**src/rtl/mux_scan_sel_pkg.sv**
```systemverilog
// mux_scan_sel shared definitions.
// Mode encoding and the select-width helper.
package mux_scan_sel_pkg;

  typedef enum logic {
    MODE_MANUAL = 1'b0,
    MODE_SCAN   = 1'b1
  } mode_e;

  function automatic int clog2(input int n);
    int r;
    r = 0;
    while ((1 << r) < n) r++;
    return r;
  endfunction

endpackage

```
**src/rtl/mux_next_ch.sv**
```systemverilog
// Rotating priority finder: first enabled channel
// strictly after cur_sel, wrapping modulo N_CH.
module mux_next_ch
  import mux_scan_sel_pkg::*;
#(
  parameter int N_CH  = 8,
  parameter int SEL_W = clog2(N_CH)
) (
  input  logic [N_CH-1:0]  ch_mask,
  input  logic [SEL_W-1:0] cur_sel,
  output logic [SEL_W-1:0] next_sel,
  output logic             wrapped,
  output logic             none_found
);

  int               w_base;
  logic [SEL_W-1:0] w_idx;

  // Out-of-range selects search from channel 0 onward.
  always_comb begin
    next_sel   = cur_sel;
    none_found = 1'b1;
    w_idx      = '0;
    w_base     = (int'(cur_sel) >= N_CH) ? N_CH - 1 : int'(cur_sel);
    for (int k = 1; k <= N_CH; k++) begin
      w_idx = SEL_W'((w_base + k) % N_CH);
      if (none_found && ch_mask[w_idx]) begin
        none_found = 1'b0;
        next_sel   = w_idx;
      end
    end
    wrapped = !none_found && (next_sel <= cur_sel);
  end

endmodule

```
**src/rtl/mux_scan_sel.sv**
```systemverilog
// Registered N-channel selector with manual and
// round-robin scan modes, masking and wrap strobe.
module mux_scan_sel
  import mux_scan_sel_pkg::*;
#(
  parameter int N_CH    = 8,
  parameter int W       = 1,
  parameter int DWELL_W = 16,
  parameter int SEL_W   = clog2(N_CH)
) (
  input  logic                clk,
  input  logic                rst,
  input  logic [N_CH*W-1:0]   d,
  input  logic                en,
  input  logic                mode,
  input  logic [SEL_W-1:0]    sel_in,
  input  logic                sel_load,
  input  logic [N_CH-1:0]     ch_mask,
  input  logic [DWELL_W-1:0]  dwell,
  output logic [W-1:0]        out,
  output logic                out_valid,
  output logic [SEL_W-1:0]    cur_sel,
  output logic                wrap
);

  logic [W-1:0]       r_out;
  logic               r_valid;
  logic [SEL_W-1:0]   r_sel;
  logic               r_wrap;
  logic [DWELL_W-1:0] r_cnt;

  logic [W-1:0]       w_ch [N_CH];
  logic               w_in_range;
  logic               w_scan;
  logic [DWELL_W-1:0] w_dm1;
  logic               w_last;
  logic [SEL_W-1:0]   w_next;
  logic               w_wrapped;
  logic               w_none;

  for (genvar k = 0; k < N_CH; k++) begin : g_ch
    assign w_ch[k] = d[k*W +: W];
  end

  assign w_in_range = {1'b0, r_sel} < (SEL_W+1)'(N_CH);
  assign w_scan     = (mode == logic'(MODE_SCAN));
  assign w_dm1      = (dwell == '0) ? '0 : dwell - DWELL_W'(1);
  assign w_last     = (r_cnt >= w_dm1);

  mux_next_ch #(
    .N_CH  (N_CH),
    .SEL_W (SEL_W)
  ) u_next (
    .ch_mask    (ch_mask),
    .cur_sel    (r_sel),
    .next_sel   (w_next),
    .wrapped    (w_wrapped),
    .none_found (w_none)
  );

  // Sample data, track dwell count and step the select.
  always_ff @(posedge clk or posedge rst) begin
    if (rst) begin
      r_out   <= '0;
      r_valid <= 1'b0;
      r_sel   <= '0;
      r_wrap  <= 1'b0;
      r_cnt   <= '0;
    end else if (en) begin
      r_out   <= w_in_range ? w_ch[r_sel] : '0;
      r_valid <= w_in_range && ch_mask[r_sel];
      r_wrap  <= 1'b0;
      if (!w_scan) begin
        r_cnt <= '0;
        if (sel_load) r_sel <= sel_in;
      end else if (w_last) begin
        r_cnt <= '0;
        if (!w_none) begin
          r_sel  <= w_next;
          r_wrap <= w_wrapped;
        end
      end else begin
        r_cnt <= r_cnt + DWELL_W'(1);
      end
    end else begin
      r_wrap <= 1'b0;
    end
  end

  assign out       = r_out;
  assign out_valid = r_valid;
  assign cur_sel   = r_sel;
  assign wrap      = r_wrap;

endmodule

```
**config.mk**
```make
export PLATFORM = sky130hd
export DESIGN_NAME = mux_scan_sel
export DESIGN_NICKNAME = d
export VERILOG_FILES = /design/src/rtl/mux_scan_sel_pkg.sv /design/src/rtl/mux_next_ch.sv /design/src/rtl/mux_scan_sel.sv
export SDC_FILE = /design/constraint.sdc
export NUM_CORES = 1
export LEC_CHECK = 0
export BUFFER_PORTS_ARGS = -buffer_cell sky130_fd_sc_hd__buf_4
export CORE_MARGIN = 10
export CORE_UTILIZATION = 50
export DETAILED_ROUTE_END_ITERATION = 7
export GPL_TIMING_DRIVEN = 0
export PLACE_DENSITY = 0.72
export SLEW_MARGIN = 20
export SYNTH_ARGS = -nofsm -noshare
export SYNTH_HDL_FRONTEND = slang
export SYNTH_HIERARCHICAL = 1
export SYNTH_SLANG_ARGS = --single-unit
```
**constraint.sdc**
```tcl
create_clock -name clk -period 11.8 [get_ports clk]
set_input_delay 0.59 -clock clk [delete_from_list [all_inputs] [get_ports clk]]
set_output_delay 0.59 -clock clk [all_outputs]
set_load 0.1 [all_outputs]
```
# == Yosys cells after proc, flatten, opt, wreduce, memory -nomap -nowiden ==
# Cells that the tools add are included.
# totals
wordCells,90
out_inout_bits,6
reg_bits,22
input_bits,40
# classes
addsub,10
eq_ne,2
n_lt_le_gt_ge,12
n_mux,48
bitwise_logic,1
n_reduce_logical,12
# op_table
operator,count
16-bit two-way mux,3
"3-bit by 4-bit less-than comparator with 1-bit output, second input constant",9
3-bit two-way mux,12
1-bit binary-select mux with 3-bit select,10
1-bit two-way mux,23
"16-bit by 1-bit adder with 16-bit output, second input constant",1
16-bit >= comparator,1
16-bit logical NOT,1
"16-bit by 1-bit subtractor with 16-bit output, second input constant",1
"3-bit adder, second input constant",4
1-bit logical AND,8
"3-bit by 1-bit adder with 3-bit output, second input constant",2
"3-bit by 2-bit adder with 3-bit output, second input constant",2
"4-bit >= comparator, second input constant",1
3-bit inverter with 4-bit output,1
4-bit AND reduction,1
3-bit less-or-equal comparator,1
"2-bit by 1-bit inequality test with 1-bit output, second input constant",1
"2-bit inequality test, second input constant",1
2-bit nonzero test,1
1-bit logical NOT,1

# == Longest topological paths before layout ==
# logic_depth
word_depth,24
depth_mapped,18
ltp_nobuf,16

# == Hierarchy ==
# The synthesis kept the hierarchy.
# by_module_without_submodules
module,n_inst,seq_area_each_um2,area_per_inst_um2,cells_per_inst
mux_scan_sel,1,550.5,1934.4,218
mux_next_ch,1,0.0,925.9,102

# == Worst setup path before layout ==
# OpenSTA, ideal clock, no wires.
# synth_path
path_kind,flip-flop to flip-flop
start,reg r_sel[1] (netlist: cur_sel[1])
end,reg r_wrap (netlist: wrap)
stages_incl_launch_ff,18
setup_time_ns,0.125
required_time_ns,11.675
arrival_ns,4.445
n_path_buf,2
path_slack_ns,7.229
synth_period_minus_slack_ns,4.571
path_cell_list,dfrtp_1 -> buf_2 -> inv_1 -> ha_1 -> buf_2 -> mux4_1 -> mux2_4 -> nor3_4 -> and2_4 -> a32oi_1 -> a22o_1 -> ha_1 -> a21o_1 -> a21oi_1 -> a31oi_1 -> nor2_1 -> nand2_1 -> a2111oi_0
# synth_via
elab_chain_cells,24
word_cells_on_any_way,54
classes_between,add/sub (8); order compare (1); mux (36); reduce/logical (9)
# synth_rtl
item,line_no,rtl
start: declaration,mux_scan_sel.sv:28,logic [SEL_W-1:0] r_sel;
start signal: assignment,mux_scan_sel.sv:75,if (sel_load) r_sel <= sel_in;
start signal: assignment,mux_scan_sel.sv:79,r_sel <= w_next;
3-bit by 1-bit adder with 3-bit output,mux_next_ch.sv:26,w_idx = SEL_W'((w_base + k) % N_CH);
1-bit binary-select mux with 3-bit select,mux_next_ch.sv:27,if (none_found && ch_mask[w_idx]) begin
1-bit two-way mux (implied by the code),mux_next_ch.sv:27,
1-bit two-way mux,mux_next_ch.sv:27,
1-bit logical AND,mux_next_ch.sv:27,
1-bit two-way mux,mux_next_ch.sv:27,
1-bit logical AND,mux_next_ch.sv:27,
1-bit two-way mux,mux_next_ch.sv:27,
(+10 left out),n/a,
via w_next[1],mux_scan_sel.sv:37,logic [SEL_W-1:0] w_next;
3-bit less-or-equal comparator (*),mux_next_ch.sv:32,wrapped = !none_found && (next_sel <= cur_sel);
1-bit logical AND (*),mux_next_ch.sv:32,
via w_wrapped,mux_scan_sel.sv:38,logic w_wrapped;
1-bit two-way mux (*),mux_scan_sel.sv:78,if (!w_none) begin
1-bit two-way mux (*),mux_scan_sel.sv:76,end else if (w_last) begin
1-bit two-way mux (*),mux_scan_sel.sv:73,if (!w_scan) begin
1-bit two-way mux (*),mux_scan_sel.sv:69,end else if (en) begin
end signal: assignment,mux_scan_sel.sv:80,r_wrap <= w_wrapped;
end: declaration,mux_scan_sel.sv:29,logic r_wrap;
# Mark *: on every way through the listed nets, which the timed path passes. The rest lies on a longest branch. The select of a mux whose other input is x is not followed.
# A chain may end at the register's enable or synchronous reset.

# == Final worst setup path ==
# Ends and elaborated chain as after synthesis.

==> metrics.md <==
| Metric | Value |
|---|---|
| Max-cap check violation count | `0` |
| Largest stage delay, worst path | `0.57 ns` |
| Layout Nets | `434` |
| Synthesized netlist cell count | `320` |
| CP Cell Sequence | `buf_2 > inv_1 > ha_1 > buf_2 > mux4_1 > mux2i_1 > o21ai_0 > a221oi_1 > o21ai_1 > a22o_1 > ha_1 > a21o_1 > a21oi_1 > a31oi_1 > nor2_1 > nand2_1 > a2111oi_0` |
| Gpl congestion | `0.913` |
| CTS max path bufs | `2` |
| Layout Area Growth over Synthesis | `16.4%` |
| Syn. warnings | `6` |
| Max_slew headroom | `0.410` |
| Initial DRC count | `228` |
| Initial core utilization | `0.516` |
| Largest net degree at the start of global routing | `23` |
| Die W | `95.6 um` |
| Number of distinct library cells after synthesis | `64` |
| Slew Viols, Final | `0` |
| Root buffer cell | `clkbuf_8` |
| CTS sink count | `22` |
| Storage cell area | `551 um2` |
| Commonest cells post-synth | `33 x nand2_1, 25 x a21oi_1, 24 x ha_1` |
| Comb power frac | `0.797` |
| Clk pwr share | `0.057` |
| Worst path slowest cell | `dfrtp_1` |
| Filler cells | `516` |
| Setup violations, final | `0` |
| Power density over cell area | `242 mW/mm2` |
| WS Path Type | `reg2reg` |
| Count of flip-flops with a built-in enable after synthesis | `0` |
| TritonCTS clock tree | `yes` |
| First-pass GRT wire length | `12400 um` |
| Sequential share of power | `0.146` |
| CP required | `11.93 ns` |
| IO Pins | `46` |
| Final core occ | `0.601` |
| Peak VDD IR | `234 uV` |
| Worst Path Buf+Inv | `3` |
| Post-Place Cells | `437` |
| Cell-internal power | `0.389 mW` |
| Syn_area_per_cell | `8.94 um2` |
| Seq/Total Area, Yosys | `0.192` |
| Leak | `1.48 nW` |
| Routed WL per cell | `16.8 um` |
| CTS buffer count | `3` |
| Worst Skew | `0.00475 ns` |
| CTS H-tree lvls | `1` |
| Global Route Usage Sum | `0.165` |
| Via-to-Cell Ratio | `6.03` |
| Drt pass-1 iters | `4` |
| Synth Register Bits | `22` |
| Largest fanout on the critical path | `10` |
| Multi-input logic area | `0.00220 mm2` |
| Outcome | `finished, final reports clean` |
| Total number of vias | `2652` |
| Final count of hold timing violations | `0` |
| Setup Fix Bufs, Post-CTS | `0` |
| Site Rows | `27` |
| Core area | `0.00554 mm2` |
| Synthesized area | `0.00286 mm2` |
| Syn Nets | `384` |
| Sw power | `0.416 mW` |
| Cts hold-fix bufs | `0` |
| Routed Antenna Nets | `0` |
| Die ar. | `0.00915 mm2` |
| Post-synth ARST share | `1.00` |
| Number of global-route vias before repair | `2629` |
| GRT overflow | `0` |
| Sw Share | `0.516` |
| Most area-hungry cell type in the Yosys netlist | `dfrtp_1` |
| Final design instance area without fill | `0.00333 mm2` |
| CTS resizes | `0` |
| Ranking of synthesized cells by area | `dfrtp_1 19%, ha_1 10%, mux4_2 10%, mux2_2 4.7%, a21oi_1 4.4%` |
| Worst Setup End Kind | `register` |
| Final wirelength | `7380 um` |
| Port Buffer Count | `45` |
| Slew @ Worst Pin | `0.880 ns` |
| ANT cells | `0` |
| RSZ-0062 raised after global routing | `false` |
| Most frequent cell after synthesis | `nand2_1` |
| Setup TNS | `0 ns` |
| Chip height | `95.6 um` |
| DRC violations left | `0` |
| Startpoint types | `register` |
| Max Freq | `217 MHz` |
| Min Tclk post-route | `4.61 ns` |
| DPL Wire Length | `5920 um` |
| Clk_lat worst skew | `0.26 ns` |
| Share of cells above drive strength 1 | `0.247` |
| Post-synth top flop | `dfrtp_1` |
| Antenna violations before repair | `0` |
| Period utilization | `0.391` |
| Final cell count without fillers | `440` |
| Min Hold Slack | `0.493 ns` |
| Area after DPL | `0.00329 mm2` |
| Min-Delay Path Class | `in2async` |
| Synth top area share | `0.192` |
| Critical Path AT | `4.74 ns` |
| Crit-path leading delay family | `compound AO/OA/AOI/OAI gates` |
| Clock Pin Slew Worst Setup and Hold Paths | `0.08 ns` |
power by group through the flow:
stage,Combinational (mW),Clock (mW),Sequential [mW]
after floorplan,0.450,0,0.173
after global placement,0.623,0,0.118
after detailed placement,0.633,0,0.119
after CTS,0.634,0.0468,0.118
after global routing,0.693,0.0503,0.122
final,0.642,0.0459,0.118
cells by family after synthesis:
group,synth area share
AND/OR/NAND/NOR,0.225
adder cells (fa/ha/maj),0.105
buffers and inverters,0.0385
XOR/XNOR,0.0766
multiplexers,0.215
AO/OA/AOI/OAI,0.148
flip-flops,0.192
metal layers:
layer	routed length [um]	GRT usage	vias to the layer above
met5	0	0	-
li1	-	-	1308
met1	3570	0.239	1258
met3	464	0.0369	10
met4	84	0.0356	0
met2	3260	0.243	76
layout make-up:
class,count,share of cell area
multi-input cells,273,0.661
flip-flops and latches,22,0.165
repair buffers,45,0.101
well taps,72,0.0271
inverters,16,0.0180
plain buffers,9,0.0150
clock buffers,3,0.0124
placed cells by master (no fill, tap or decap), types with 4 or more instances in the layout:
| cell | count |
|---|---|
| mux4_2 | 13 |
| dfrtp_1 | 22 |
| o21ai_0 | 9 |
| nand2b_1 | 7 |
| ha_1 | 24 |
| xor2_1 | 12 |
| a31oi_1 | 4 |
| mux2_2 | 12 |
| nor2_1 | 23 |
| buf_2 | 4 |
| buf_4 | 46 |
| xnor2_1 | 13 |
| nand2_1 | 33 |
| nand4_1 | 9 |
| nor3_1 | 7 |
| mux2i_1 | 9 |
| a21oi_1 | 25 |
| nand3_1 | 17 |
| inv_1 | 15 |
state kept, by name, indices dropped and copies added, names as in the netlist:
name       flops
out            1
cur_sel        3
r_cnt         16
wrap           1
out_valid      1
metrics by stage:
stage	setup slack, ns	power [mW]
CTS	7.25	0.799
global route	6.88	0.865
global placement	7.36	0.741
detailed placement	7.27	0.752
floorplan	7.23	0.623
finish	7.19	0.805
path summary, 6_finish.rpt:
path,slack (ns),from,cells past startpoint,end
setup / recovery,7.19,cur_sel[1]$_DFFE_PP0P_,17,wrap$_DFF_PP0_
hold / removal,0.49,rst,2,r_cnt[7]$_DFFE_PP0P_
setup reg to reg,7.19,cur_sel[1]$_DFFE_PP0P_,17,wrap$_DFF_PP0_
hold reg to reg,0.54,out$_DFFE_PP0P_,2,out$_DFFE_PP0P_
max in group asynchronous,10.80,rst,2,r_cnt[15]$_DFFE_PP0P_
min in group clk,0.54,out$_DFFE_PP0P_,2,out$_DFFE_PP0P_
No activity file was read; power rests on OpenSTA's default activity.
